<file path="src/rtl/uart_pkg.sv">
// Shared UART definitions: parity-mode encodings, receiver state type and baud divisor helper.
package uart_pkg;

  localparam int unsigned PAR_NONE = 0;
  localparam int unsigned PAR_ODD  = 1;
  localparam int unsigned PAR_EVEN = 2;

  typedef enum logic [2:0] {
    StIdle,
    StStart,
    StData,
    StParity,
    StStop
  } uart_rx_state_t;

  // Clock cycles per bit, truncated.
  function automatic int unsigned calc_div(input int unsigned clk_hz, input int unsigned baud);
    return clk_hz / baud;
  endfunction

endpackage

</file>
<file path="src/rtl/sync_fifo.sv">
// Show-ahead synchronous FIFO with occupancy count; head data reads as zero while empty.
module sync_fifo #(
  parameter int unsigned WIDTH = 8,
  parameter int unsigned DEPTH = 4
) (
  input  logic                     i_clk,
  input  logic                     i_rst,
  input  logic                     i_push,
  input  logic [WIDTH-1:0]         i_wdata,
  input  logic                     i_pop,
  output logic [WIDTH-1:0]         o_rdata,
  output logic                     o_valid,
  output logic                     o_full,
  output logic [$clog2(DEPTH):0]   o_count
);
  localparam int unsigned AW = $clog2(DEPTH);
  localparam logic [AW:0] FULL_CNT = (AW + 1)'(DEPTH);

  logic [WIDTH-1:0] r_mem [DEPTH];
  logic [AW-1:0]    r_wr_ptr;
  logic [AW-1:0]    r_rd_ptr;
  logic [AW:0]      r_count;
  logic             w_do_push;
  logic             w_do_pop;

  assign o_valid   = (r_count != '0);
  assign o_full    = (r_count == FULL_CNT);
  assign o_count   = r_count;
  assign w_do_pop  = i_pop && o_valid;
  // A pop in the same cycle frees the slot, so a full FIFO still accepts the push.
  assign w_do_push = i_push && (!o_full || w_do_pop);
  assign o_rdata   = o_valid ? r_mem[r_rd_ptr] : '0;

  always_ff @(posedge i_clk) begin
    if (i_rst) begin
      r_wr_ptr <= '0;
      r_rd_ptr <= '0;
      r_count  <= '0;
    end else begin
      if (w_do_push) r_wr_ptr <= r_wr_ptr + 1'b1;
      if (w_do_pop)  r_rd_ptr <= r_rd_ptr + 1'b1;
      if (w_do_push && !w_do_pop)      r_count <= r_count + 1'b1;
      else if (w_do_pop && !w_do_push) r_count <= r_count - 1'b1;
    end
  end

  always_ff @(posedge i_clk) begin
    if (w_do_push) r_mem[r_wr_ptr] <= i_wdata;
  end

endmodule

</file>
<file path="src/rtl/uart_rx_param.sv">
// UART receiver: 2-flop synchroniser, mid-bit sampling FSM and show-ahead receive FIFO.
// Malformed or overflowing frames are dropped and reported with single-cycle error pulses.
module uart_rx_param
  import uart_pkg::*;
#(
  parameter int unsigned CLK_HZ     = 100_000_000,
  parameter int unsigned BAUD       = 9600,
  parameter int unsigned DATA_BITS  = 8,
  parameter int unsigned PARITY     = PAR_NONE,
  parameter int unsigned FIFO_DEPTH = 4
) (
  input  logic                          sysclk,
  input  logic                          reset,
  input  logic                          UART_RX,
  output logic [DATA_BITS-1:0]          rx_data,
  output logic                          rx_valid,
  input  logic                          rx_ready,
  output logic                          parity_err,
  output logic                          frame_err,
  output logic                          overrun,
  output logic [$clog2(FIFO_DEPTH):0]   fifo_count
);
  localparam int unsigned DIV   = calc_div(CLK_HZ, BAUD);
  localparam int unsigned CNT_W = $clog2(DIV);
  localparam int unsigned BIT_W = $clog2(DATA_BITS);
  localparam logic [CNT_W-1:0] HALF_LAST = CNT_W'(DIV / 2 - 1);
  localparam logic [CNT_W-1:0] FULL_LAST = CNT_W'(DIV - 1);
  localparam logic [BIT_W-1:0] LAST_BIT  = BIT_W'(DATA_BITS - 1);
  localparam logic             ODD_PAR   = (PARITY == PAR_ODD);

  if (DIV < 4 || DATA_BITS < 5 || DATA_BITS > 9 || PARITY > PAR_EVEN ||
      FIFO_DEPTH < 2 || (FIFO_DEPTH & (FIFO_DEPTH - 1)) != 0) begin : g_bad_param
    $error("uart_rx_param: illegal parameter combination");
  end

  logic [1:0]           r_sync;
  logic                 w_rxs;
  uart_rx_state_t       r_state, w_state_d;
  logic [CNT_W-1:0]     r_baudcnt, w_baudcnt_d;
  logic [BIT_W-1:0]     r_bitcnt, w_bitcnt_d;
  logic [DATA_BITS-1:0] r_shift, w_shift_d;
  logic                 r_par_bad, w_par_bad_d;
  logic                 r_parity_err, w_parity_err_d;
  logic                 r_frame_err, w_frame_err_d;
  logic                 r_overrun, w_overrun_d;
  logic                 w_push;
  logic                 w_pop;
  logic                 w_full;
  logic                 w_baud_tick;

  assign w_rxs       = r_sync[1];
  assign w_pop       = rx_valid & rx_ready;
  assign w_baud_tick = (r_baudcnt == FULL_LAST);
  assign parity_err  = r_parity_err;
  assign frame_err   = r_frame_err;
  assign overrun     = r_overrun;

  always_ff @(posedge sysclk) begin
    if (reset) begin
      r_sync       <= 2'b11;
      r_state      <= StIdle;
      r_baudcnt    <= '0;
      r_bitcnt     <= '0;
      r_shift      <= '0;
      r_par_bad    <= 1'b0;
      r_parity_err <= 1'b0;
      r_frame_err  <= 1'b0;
      r_overrun    <= 1'b0;
    end else begin
      r_sync       <= {r_sync[0], UART_RX};
      r_state      <= w_state_d;
      r_baudcnt    <= w_baudcnt_d;
      r_bitcnt     <= w_bitcnt_d;
      r_shift      <= w_shift_d;
      r_par_bad    <= w_par_bad_d;
      r_parity_err <= w_parity_err_d;
      r_frame_err  <= w_frame_err_d;
      r_overrun    <= w_overrun_d;
    end
  end

  always_comb begin
    w_state_d      = r_state;
    w_baudcnt_d    = r_baudcnt + 1'b1;
    w_bitcnt_d     = r_bitcnt;
    w_shift_d      = r_shift;
    w_par_bad_d    = r_par_bad;
    w_parity_err_d = 1'b0;
    w_frame_err_d  = 1'b0;
    w_overrun_d    = 1'b0;
    w_push         = 1'b0;
    unique case (r_state)
      StIdle: begin
        w_baudcnt_d = '0;
        w_par_bad_d = 1'b0;
        if (!w_rxs) w_state_d = StStart;
      end
      StStart: begin
        if (r_baudcnt == HALF_LAST) begin
          w_baudcnt_d = '0;
          w_bitcnt_d  = '0;
          w_state_d   = w_rxs ? StIdle : StData;
        end
      end
      StData: begin
        if (w_baud_tick) begin
          w_baudcnt_d = '0;
          w_shift_d   = {w_rxs, r_shift[DATA_BITS-1:1]};
          w_bitcnt_d  = r_bitcnt + 1'b1;
          if (r_bitcnt == LAST_BIT) w_state_d = (PARITY != PAR_NONE) ? StParity : StStop;
        end
      end
      StParity: begin
        if (w_baud_tick) begin
          w_baudcnt_d = '0;
          w_par_bad_d = ((^r_shift) ^ w_rxs) != ODD_PAR;
          w_state_d   = StStop;
        end
      end
      StStop: begin
        if (w_baud_tick) begin
          w_baudcnt_d = '0;
          w_state_d   = StIdle;
          if (!w_rxs)                w_frame_err_d  = 1'b1;
          else if (r_par_bad)        w_parity_err_d = 1'b1;
          else if (w_full && !w_pop) w_overrun_d    = 1'b1;
          else                       w_push         = 1'b1;
        end
      end
      default: w_state_d = StIdle;
    endcase
  end

  sync_fifo #(
    .WIDTH (DATA_BITS),
    .DEPTH (FIFO_DEPTH)
  ) u_fifo (
    .i_clk   (sysclk),
    .i_rst   (reset),
    .i_push  (w_push),
    .i_wdata (r_shift),
    .i_pop   (w_pop),
    .o_rdata (rx_data),
    .o_valid (rx_valid),
    .o_full  (w_full),
    .o_count (fifo_count)
  );

endmodule

</file>
<file path="config.mk">
export PLATFORM = sky130hd
export DESIGN_NAME = uart_rx_param
export DESIGN_NICKNAME = d
export VERILOG_FILES = /design/src/rtl/uart_pkg.sv /design/src/rtl/sync_fifo.sv /design/src/rtl/uart_rx_param.sv
export SDC_FILE = /design/constraint.sdc
export NUM_CORES = 1
export LEC_CHECK = 0
export BUFFER_PORTS_ARGS = -buffer_cell sky130_fd_sc_hd__buf_4
export CAP_MARGIN = 20
export CORE_ASPECT_RATIO = 0.9
export CORE_MARGIN = 4
export CORE_UTILIZATION = 46
export CTS_CLUSTER_DIAMETER = 100
export CTS_CLUSTER_SIZE = 16
export DETAILED_ROUTE_END_ITERATION = 10
export PLACE_DENSITY_LB_ADDON = 0.2
export SYNTH_ARGS = -nofsm -noshare
export SYNTH_HDL_FRONTEND = slang
export SYNTH_HIERARCHICAL = 1
export SYNTH_SLANG_ARGS = --single-unit
export TNS_END_PERCENT = 50
</file>
<file path="constraint.sdc">
create_clock -name sysclk -period 4 [get_ports sysclk]
set_clock_uncertainty 0.1 [all_clocks]
set_input_delay 0.4 -clock sysclk [delete_from_list [all_inputs] [get_ports sysclk]]
set_output_delay 0.4 -clock sysclk [all_outputs]
set_load 0.02 [all_outputs]
</file>
; Word-level counts from Yosys, hierarchy flattened
; Memories as Yosys holds them, arrays and structs flattened. A register that Yosys moved wholly into a read port is not among the register bits.
; Index checks and enable logic that the tools add are counted.
[totals]
output_inout_bits = 15
elab_cells = 93
mem_bits_rw = 32
memories = 1
reg_bits = 41
[classes]
bitwise_logic = 5
n_reduce_logical = 24
eq_ne = 14
addsub = 6
muxes = 31
[mem_list]
columns = name, words, word_bits, read_ports, rd_ports_with_merged_regs, write_ports, line_no
row1 = u_fifo.r_mem, 4, 8, 1, 1, 1, sync_fifo.sv:19  ; logic [WIDTH-1:0] r_mem [DEPTH];
[op_table]
columns = op, n
row1 = case mux 14 bit (3 select lines), 1
row2 = two-way mux 3 bit, 10
row3 = two-way mux 14 bit, 2
row4 = case mux 3 bit (5 select lines), 1
row5 = adder 14 x 1 -> 14 bit (second input constant), 1
row6 = equality test 14 x 13 -> 1 bit (second input constant), 1
row7 = equality test 14 bit (second input constant), 1
row8 = != test 2 bit (second input constant), 6
row9 = two-way mux 1 bit, 11
row10 = equality test 3 bit (second input constant), 3
row11 = two-way mux 8 bit, 1
row12 = XOR reduction 8 bit, 1
row13 = adder 3 x 1 -> 3 bit (second input constant), 2
row14 = equality test 3 x 2 -> 1 bit (second input constant), 2
row15 = two-way mux 2 bit, 3
row16 = case mux 3 bit (2 select lines), 1
row17 = AND reduction 6 bit, 1
row18 = nonzero test 2 bit, 3
row19 = OR reduction 3 bit, 2
row20 = logical AND 1 bit, 5
row21 = OR reduction 5 bit, 1
row22 = adder 2 x 1 -> 2 bit (second input constant), 2
row23 = zero test 1 bit, 4
row24 = AND reduction 2 bit, 2
row25 = other kinds (11), 13

; Longest topological paths before layout
; Gate-level depths: netlist (run 1).
[logic_depth]
depth_word = 14
mapped_depth = 13
ltp_nobuf = 12

; Cells and area by module
; Netlist (run 1), hierarchy kept.
[modules_own_cells]
columns = module, cells_each, area_each_um2, seq_area_each_um2, instances
row1 = sync_fifo, 101, 1710.4, 1141.1, 1
row2 = uart_rx_param, 178, 1600.3, 680.7, 1

; Least setup slack after synthesis (run 1)
; No wires, ideal clock.
[synth_timing]
path_kind = flip-flop to flip-flop
start = register u_fifo.r_count[0], in the netlist u_fifo/o_count[0]
end = register u_fifo.r_count[2], in the netlist u_fifo/o_count[2]
setup_slack_ns = 0.824
stages_incl_launch_ff = 14
path_buffers = 1
arrival_time_ns = 3.006
cell_sequence = dfxtp_1 nor3_1 buf_2 inv_1 and2_1 nor2b_1 nor4_1 a21boi_4 ha_1 inv_1 fa_1 xor2_1 or3_1 a21oi_1
[synth_via]
elab_chain_cells = 13
elab_cells_between_ends = 23
cone_classes = 2 x add/sub / 1 x eq/ne / 7 x mux / 1 x bitwise / 12 x reduce/logical
[synth_rtl]
columns = element, line_no
row1 = "start, declared", sync_fifo.sv:22  ; logic [AW:0] r_count;
row2 = "start signal, assigned", sync_fifo.sv:42  ; if (w_do_push && !w_do_pop) r_count <= r_count + 1'b1;
row3 = "start signal, assigned", sync_fifo.sv:43  ; else if (w_do_pop && !w_do_push) r_count <= r_count - 1'b1;
row4 = nonzero test 3 bit *, sync_fifo.sv:26  ; assign o_valid = (r_count != '0);
row5 = via rx_valid, uart_rx_param.sv:16  ; output logic rx_valid,
row6 = bitwise AND 1 bit *, uart_rx_param.sv:52  ; assign w_pop = rx_valid & rx_ready;
row7 = via w_pop, uart_rx_param.sv:47  ; logic w_pop;
row8 = zero test 1 bit *, uart_rx_param.sv:126  ; else if (w_full && !w_pop) w_overrun_d = 1'b1;
row9 = logical AND 1 bit *, uart_rx_param.sv:126
row10 = two-way mux 1 bit *, uart_rx_param.sv:126
row11 = two-way mux 1 bit *, uart_rx_param.sv:125  ; else if (r_par_bad) w_parity_err_d = 1'b1;
row12 = two-way mux 1 bit *, uart_rx_param.sv:124  ; if (!w_rxs) w_frame_err_d = 1'b1;
row13 = two-way mux 1 bit *, uart_rx_param.sv:121  ; if (w_baud_tick) begin
row14 = two-way mux 1 bit *, uart_rx_param.sv:92  ; unique case (r_state)
row15 = via w_push, uart_rx_param.sv:46  ; logic w_push;
row16 = logical AND 1 bit *, sync_fifo.sv:31  ; assign w_do_push = i_push && (!o_full || w_do_pop);
row17 = via u_fifo.w_do_push, sync_fifo.sv:23  ; logic w_do_push;
row18 = zero test 1 bit, sync_fifo.sv:43
row19 = logical AND 1 bit, sync_fifo.sv:43
row20 = nonzero test 2 bit (no line), n/a
; The timed path passes the listed nets; every way through them passes the cells marked *. The select of a mux whose other input is x is not followed.
; A chain may end at the register's enable or synchronous reset.

; Worst setup path after layout (run 1)
[layout_timing]
start = register r_baudcnt[0]
end = register u_fifo.r_count[2], in the netlist u_fifo/o_count[2]
[layout_via]
elab_chain_cells = 7
elab_cells_between_ends = 9
cone_classes = 1 x eq/ne / 3 x mux / 5 x reduce/logical
[layout_rtl]
columns = element, line_no
row1 = "start, declared", uart_rx_param.sv:39  ; logic [CNT_W-1:0] r_baudcnt, w_baudcnt_d;
row2 = "start signal, assigned", uart_rx_param.sv:72  ; r_baudcnt <= w_baudcnt_d;
row3 = equality test 14 bit *, uart_rx_param.sv:53  ; assign w_baud_tick = (r_baudcnt == FULL_LAST);
row4 = two-way mux 1 bit *, uart_rx_param.sv:121
row5 = two-way mux 1 bit *, uart_rx_param.sv:92
row6 = via w_push, uart_rx_param.sv:46
row7 = logical AND 1 bit *, sync_fifo.sv:31
row8 = via u_fifo.w_do_push, sync_fifo.sv:23
row9 = zero test 1 bit, sync_fifo.sv:43
row10 = logical AND 1 bit, sync_fifo.sv:43
row11 = nonzero test 2 bit (no line), n/a
; The timed path passes the listed nets; every way through them passes the cells marked *.

==> key figures, run 1 <==
Status
  • Status: complete, no violations

Final layout
  • # nets final: 310
  • Multi-input gate area: ~1400 sq um
  • Reg area: between 1500 and 2000 sq um
  • Antenna Cells: 0
  • Fillers: approximately 630
  • Final instance area: approximately 3700 sq um
  • Synthesis-to-layout area growth: 11.9%
  • Share of cells above drive strength 1: between 10% and 20%

Clock network
  • CTS sink cnt: 75
  • H-tree levels: 3
  • CTS buffer count: 9
  • Setup Buffers After CTS: 0
  • Root buffer cell: clkbuf_8
  • Worst-path clk slew: approximately 80 ps
  • Clk Latency, worst-skew pair: 350 ps
  • Post-cts resize count: 0
  • Clk buf depth: 2
  • Hold Buf Count CTS: 0
  • TritonCTS clock tree: yes

Global routing
  • Vias in the first global route: between 1500 and 2000
  • GRT overflow: 0
  • Global-route wire length before repair: ~9400 um
  • Largest net degree at the start of global routing: 33
  • Total track usage: 14.2%
  • Initial antenna violation count: 0

Floorplanning
  • IO Pins: 19
  • Site row count: 29
  • Die area: between 8000 and 9000 sq um
  • Die Width: between 90 and 100 um
  • Starting Density: roughly 47%
  • Core area: 7040 sq um
  • Overall die height: just under 90 um

Critical path
  • Worst Path Arrival: 3300 ps
  • Reg-to-Reg Start: r_baudcnt[0]
  • Setup CP Type: flop to flop
  • Most used cell, CP: ha_1
  • Worst Setup End Kind: flop
  • CP peak stage delay: 370 ps
  • Worst EP required: roughly 4200 ps
  • Worst path buffer plus inverter count: 1
  • CP startpoint: r_baudcnt[0]
  • Worst-path cell chain: ha_1 -> and4_1 -> nand4_2 -> nor4_1 -> a21boi_4 -> ha_1 -> inv_1 -> fa_1 -> xor2_1 -> or3_1 -> a21oi_1
  • Crit path max-delay family: simple AND/OR/NAND/NOR gates
  • CP Max Fanout: 7
  • Crit start category: flop
  • Slowest CP cell: dfxtp_1

Drt
  • DR pass1 iterations: 3
  • Drt first-iter violations: 73
  • Vias per cell: ~5
  • Total Wirelength: roughly 5600 um
  • Final ANT Viol Nets: 0
  • Via count: ~2000
  • Routed WL per cell: 14.1 um
  • Post-route DRC: 0

Job
  • MaxCap Viol Count: 0

Synthesis
  • Number of flops mapped to enable cells by yosys: 32
  • Syn_nets: between 200 and 300
  • Area contributors post-synth: edfxtp_1 29%, dfxtp_1 26%, mux4_2 5.4%, nand2_1 3.2%, nor2_1 3.2%
  • Seq cells post-synth: 75
  • Main synth FF type: dfxtp_1
  • Syn_area_per_cell: 11.9 sq um
  • Synth Cell Area: approximately 3300 sq um
  • Synth warn: 6
  • Post-synth top area cell: edfxtp_1
  • Top-area cell type share of the netlist area: between 20% and 30%
  • Cells after Synth: between 200 and 300
  • Netlist cell types: 52
  • Post-synthesis sequential area ratio: 55.0%
  • Synth async-reset ratio: 0%

Timing
  • Final setup viols: 0
  • Final setup TNS: 0 ps
  • Peak Freq: 321 MHz
  • Tightest Pin Transition: slightly below 700 ps
  • Final worst path period share: roughly 78%
  • Final min period: 3110 ps
  • RSZ-0062 raised after global routing: no
  • Max_slew headroom: 53.7%
  • Max-slew violations: 0
  • Final Hold Fails: 0

Place
  • Placed wire-length estimate: roughly 3800 um
  • Gpl congestion: 0.756
  • DP Area: between 3000 and 4000 sq um
  • IO buf count: 18

Min path
  • Hold Crit Start: UART_RX
  • Hold Path Class: input port to flop

Power
  • Pwr dens: between 300 and 400 nW/um^2
  • Leak: 1.29 nW
  • Worst vdd ir: approximately 0.00024 V
==> power by group <==
part,total (mW),switching (mW),internal [mW]
Sequential,0.798,0.00499,0.793
Clock,0.596,0.286,0.310
Combinational,0.0246,0.0145,0.0101
==> state kept, by name (all words and copies together), names as in the netlist, named ones only <==
signal and cells:
u_fifo/r_mem 32, r_baudcnt 14, r_shift 8, r_bitcnt 3
r_state 3, u_fifo/o_count 3, r_sync 2, u_fifo/r_rd_ptr 2
u_fifo/r_wr_ptr 2, frame_err 1, overrun 1, parity_err 1
r_par_bad 1
==> routing by layer <==
| metal | track usage, % | routed length [um] | part of all wire, % | up-vias |
|---|---|---|---|---|
| li1 | - | - | - | 1012 |
| met1 | 17.9 | 2600 | 47 | 924 |
| met2 | 22.8 | 2700 | 48 | 20 |
| met3 | 4.89 | 195 | 3.5 | 5 |
| met4 | 6.04 | 78 | 1.4 | 0 |
| met5 | 0 | 0 | 0 | - |
==> cell families after synthesis <==
kind of cell	share of synthesized area [%]
xor+xnor	6.08
mux	6.80
compound gates	6.01
simple gates	19.7
buf+inv	2.80
fa+ha+maj	3.63
flops	55.0
==> path summary, 6_finish.rpt <==
| kind | end | slack (ps) | cells after the start |
|---|---|---|---|
| setup / recovery | u_fifo/o_count[2] | 890 | 11 |
| hold / removal | r_sync[0] | 130 | 2 |
| setup reg to reg | u_fifo/o_count[2] | 890 | 11 |
| hold reg to reg | r_sync[1] | 310 | 1 |
==> metrics by stage <==
| step | util [%] | power (mW) | worst slack, ps | hold slack [ps] | std cells |
|---|---|---|---|---|---|
| 5_1_grt | 52.6 | 1.48 | 716 | 119 | 395 |
| 2_1_floorplan | - | 0.835 | 824 | 289 | 279 |
| 4_1_cts | 52.5 | 1.44 | 569 | 111 | 394 |
| 3_5_place_dp | 49.6 | 0.841 | 595 | 297 | 378 |
| 6_report | 52.6 | 1.42 | 888 | 129 | 395 |
| 3_3_place_gp | 49.6 | 0.841 | 775 | 291 | 378 |
==> cell usage after synthesis, types with 2 or more instances <==
library cell / instances
nor2b_1: 13
nor4bb_1: 2
a21oi_1: 14
or2_2: 2
xor2_1: 11
clkbuf_1: 3
o21ai_0: 3
buf_6: 2
dfxtp_1: 43
nand3_1: 6
nand2_1: 28
nor3_1: 2
a21oi_2: 3
mux2i_1: 3
mux4_2: 8
or3_1: 2
and2_1: 7
buf_2: 3
inv_1: 5
clkbuf_2: 2
nand2b_1: 4
xnor2_1: 12
ha_1: 8
and4_1: 4
nand4_1: 3
edfxtp_1: 32
buf_4: 2
nor2_1: 28
==> final cells by class <==
type / instances / area share [%]
Sequential cell: 75 / 49.2
Timing Repair Buffer: 19 / 3.85
Clock buffer: 10 / 3.71
Multi-Input combinational cell: 187 / 37.7
Tap cell: 93 / 3.14
Clock inverter: 6 / 1.96
Inverter: 5 / 0.506
==> layout by cell type, fill, tap and decap left out, drive strengths merged, types with 3 or more instances in the layout <==
master / netlist / final
a21oi: 17 / 17
and2: 7 / 7
and4: 5 / 5
buf: 7 / 18
clkbuf: 5 / 11
clkinv: 0 / 3
dfxtp: 43 / 43
edfxtp: 32 / 32
ha: 8 / 8
inv: 5 / 6
mux2i: 3 / 3
mux4: 8 / 8
nand2: 28 / 28
nand2b: 4 / 4
nand3: 6 / 6
nand4: 4 / 4
nor2: 28 / 28
nor2b: 13 / 13
nor3: 3 / 3
o21ai: 4 / 4
or3: 3 / 3
xnor2: 12 / 12
xor2: 11 / 11
No activity file was read; power rests on OpenSTA's default activity.
==> run 2, diff against run 1 <==
--- a/config.mk
+++ b/config.mk
@@ -5,6 +5,7 @@
 export SDC_FILE = /design/constraint.sdc
 export NUM_CORES = 1
 export LEC_CHECK = 0
+export ABC_AREA = 1
 export BUFFER_PORTS_ARGS = -buffer_cell sky130_fd_sc_hd__buf_4
 export CAP_MARGIN = 20
 export CORE_ASPECT_RATIO = 0.9
==> constraint.sdc (replaced) <==
create_clock -name sysclk -period 2.8 [get_ports sysclk]
set_clock_uncertainty 0.1 [all_clocks]
set_input_delay 0.28 -clock sysclk [delete_from_list [all_inputs] [get_ports sysclk]]
set_output_delay 0.28 -clock sysclk [all_outputs]
set_load 0.02 [all_outputs]
==> key figures, run 2 <==
Clock network
  • Worst-path clk slew: 90 ps (was 80 ps)
  • Root buffer cell: clkbuf_8 (unchanged)
  • H-tree levels: 3 (unchanged)
  • Clk buf depth: 2 (unchanged)
  • CTS buffer count: 9 (unchanged)
  • Clk Latency, worst-skew pair: 340 ps (was 350 ps)
  • CTS sink cnt: 75 (unchanged)
  • TritonCTS clock tree: yes (unchanged)

Synthesis
  • Number of flops mapped to enable cells by yosys: 32 (unchanged)
  • Cells after Synth: 446 (was 279)
  • Main synth FF type: dfxtp_1 (unchanged)
  • Synth async-reset ratio: 0% (unchanged)
  • Area contributors post-synth: edfxtp_1 27%, dfxtp_1 24%, nand2_1 9.6%, nor2_1 8.4%, inv_1 6.1% (was edfxtp_1 29%, dfxtp_1 26%, mux4_2 5.4%, nand2_1 3.2%, nor2_1 3.2%)
  • Synth cell count leaders: 92 x nand2_1, 80 x nor2_1, 58 x inv_1, 43 x dfxtp_1, 32 x edfxtp_1 (was 43 x dfxtp_1, 32 x edfxtp_1, 28 x nand2_1, 28 x nor2_1, 14 x a21oi_1)
  • Syn_area_per_cell: 8.06 sq um (was 11.9 sq um)
  • Post-synthesis sequential area ratio: 50.7% (was 55.0%)
  • Netlist cell types: 32 (was 52)
  • Seq cells post-synth: 75 (unchanged)
  • Syn_nets: 459 (was 292)
  • Post-synth top area cell: edfxtp_1 (unchanged)
  • Most frequent cell after synthesis: nand2_1 (was dfxtp_1)
  • Synth Cell Area: 3590 sq um (was 3310 sq um)
  • Synth warn: 6 (unchanged)
  • Top-area cell type share of the netlist area: 26.7% (was 29.0%)

Drt
  • Vias per cell: 4.92 (was 4.96)
  • Routed WL per cell: 12.2 um (was 14.1 um)
  • Final ANT Viol Nets: 0 (unchanged)
  • Via count: 2822 (was 1961)
  • DR pass1 iterations: 4 (was 3)
  • Post-route DRC: 0 (unchanged)
  • Total Wirelength: 6990 um (was 5570 um)
  • Drt first-iter violations: 136 (was 73)

Timing
  • Peak Freq: 395 MHz (was 321 MHz)
  • Final WS setup: 271 ps (was 888 ps)
  • Tightest Pin Transition: 684 ps (was 691 ps)
  • Final Hold Fails: 0 (unchanged)
  • RSZ-0062 raised after global routing: no (unchanged)
  • Final min period: 2530 ps (was 3110 ps)
  • Final setup TNS: 0 ps (unchanged)
  • Final setup viols: 0 (unchanged)
  • Final worst path period share: 90.3% (was 77.8%)
  • Max_slew headroom: 54.3% (was 53.7%)
  • Max-slew violations: 0 (unchanged)

Critical path
  • CP Max Fanout: 5 (was 7)
  • Worst Path Arrival: 2680 ps (was 3300 ps)
  • Crit start category: flop (unchanged)
  • Worst EP required: 2950 ps (was 4180 ps)
  • Setup CP Type: flop to flop (unchanged)
  • Worst Setup End Kind: flop (unchanged)

Power
  • Pint: 1.72 mW (was 1.11 mW)
  • Pwr dens: 562 nW/um^2 (was 383 nW/um^2)
  • Worst vdd ir: 0.000329 V (was 0.000243 V)
  • Logic pwr share: 8.3% (was 1.7%)
  • Leak: 1.69 nW (was 1.29 nW)
  • Clock power share: 40.7% (was 42.0%)
  • Psw: 0.561 mW (was 0.305 mW)
  • Flop pwr share: 51.0% (was 56.3%)
  • Sw Ratio: 24.6% (was 21.5%)

Final layout
  • Antenna Cells: 0 (unchanged)
  • Top flop regs: u_fifo/r_mem (32), r_baudcnt (14), r_shift (8) (unchanged)
  • # nets final: 485 (was 310)
  • Max reg flops: 32 (unchanged)
  • Commonest non-fill, non-tap cell in the layout: nand2_1 (was dfxtp_1)
  • Most frequent cells in the layout: 92 x nand2_1, 80 x nor2_1, 58 x inv_1 (was 43 x dfxtp_1, 32 x edfxtp_1, 28 x nor2_1, 28 x nand2_1, 18 x buf_4)
  • Share of cells above drive strength 1: 13.2% (was 19.9%)
  • Synthesis-to-layout area growth: 12.8% (was 11.9%)
  • Largest Register: u_fifo/r_mem (unchanged)

Job
  • MaxCap Viol Count: 0 (unchanged)

Floorplanning
  • Overall die height: 91.9 um (was 88.5 um)
  • Starting Density: 47.4% (was 47.0%)
  • Site row count: 30 (was 29)
  • Die Width: 101 um (was 97.4 um)
  • Core area: 7580 sq um (was 7040 sq um)
  • IO Pins: 19 (unchanged)
  • Die area: 9290 sq um (was 8620 sq um)

Status
  • Status: complete, no violations (unchanged)

Global routing
  • Initial antenna violation count: 0 (unchanged)
  • GRT overflow: 0 (unchanged)
  • Vias in the first global route: 2663 (was 1858)
  • Total track usage: 16.3% (was 14.2%)
  • Largest net degree at the start of global routing: 23 (was 33)
  • Global-route wire length before repair: 12100 um (was 9380 um)

Min path
  • Hold Path Class: input port to flop (unchanged)

Place
  • Pre-CTS WS: 183 ps (was 595 ps)
  • Gpl congestion: 0.819 (was 0.756)
  • IO buf count: 18 (unchanged)
  • Placed wire-length estimate: 4960 um (was 3790 um)
[run 2: cell count changes after synthesis, sizes merged, moves of 13 or more]
cell   change
inv       +56
o21ai     +29
nand3     +19
nand2     +70
nor2b     -13
nor2      +56
[run 2: routing by layer]
layer  vias up  wire, um  global-route usage (%)
li1       1490         -                       -
met1      1280      3300                    21.0
met2        50      3350                    26.7
met3         2       311                    4.79
met4         0        29                    4.32
met5         -         0                       0
[run 2: final timing paths]
path | from | end | slack [ps] | depth (start not counted)
worst min-delay path | reset | u_fifo/o_count[0] | 120 | 2
worst max register to register | r_baudcnt[0] | u_fifo/o_count[2] | 270 | 18
worst max-delay path | r_baudcnt[0] | u_fifo/o_count[2] | 270 | 18
worst min register to register | r_sync[0] | r_sync[1] | 320 | 1
[run 2: stage by stage]
| step | cell area, sq um | std cells | power (mW) | util [%] | hold slack (ps) |
|---|---|---|---|---|---|
| after floorplan | 3590 | 446 | 1.33 | - | 249 |
| after global routing | 4060 | 573 | 2.39 | 53.5 | 107 |
| after detailed placement | 3810 | 556 | 1.38 | 50.3 | 301 |
| after global placement | 3810 | 556 | 1.37 | 50.3 | 297 |
| final | 4060 | 573 | 2.28 | 53.5 | 118 |
| after CTS | 4040 | 572 | 2.31 | 53.2 | 2.57 |
[run 2: worst max-delay path, cell delays in order (launching register included)]
cell     delay (ps)
dfxtp_1         360
ha_2            220
nand2_2          70
nor2_4          100
inv_2            70
nor2_1          100
nand2_1         110
nor3_2          140
nand2_1         130
inv_1            80
ha_1            160
inv_1            60
fa_1            380
inv_1            60
nand2_1          50
nand3_1          80
nand2_1          60
nand2_1          60
nor2_1           40
[run 2: kinds of logic after synthesis]
group                      share of synthesized area (%)
xor gates and xnor gates                            1.22
and+or+nand+nor                                     27.8
buffers and inverters                               8.56
AOI/OAI and AO/OA                                   8.39
adders and majority gates                           3.34
DFF                                                 50.7
[run 2: power groups by stage]
| stage | sequential, mW | combinational (mW) | clock, mW |
|---|---|---|---|
| after global routing | 1.17 | 0.220 | 1.00 |
| final | 1.16 | 0.190 | 0.928 |
| after detailed placement | 1.19 | 0.189 | 0 |
| after CTS | 1.16 | 0.189 | 0.953 |
| after global placement | 1.19 | 0.185 | 0 |
| after floorplan | 1.18 | 0.149 | 0 |
[run 2: timing repair]
action	CTS	global route
hold buffers	0	1
resized for setup	0	4
setup endpoints to repair	0	1
hold endpoints to repair	0	1
buffers inserted	0	0
[run 2: area by class of cell]
class / instances / area (sq um)
inverters: 62 / 234
clock inverters: 6 / 95.1
repair buffers: 24 / 183
flip-flops and latches: 75 / 1820
well taps: 96 / 120
multi-input cells: 300 / 1470
clock buffers: 10 / 128
fillers: 726 / 3530
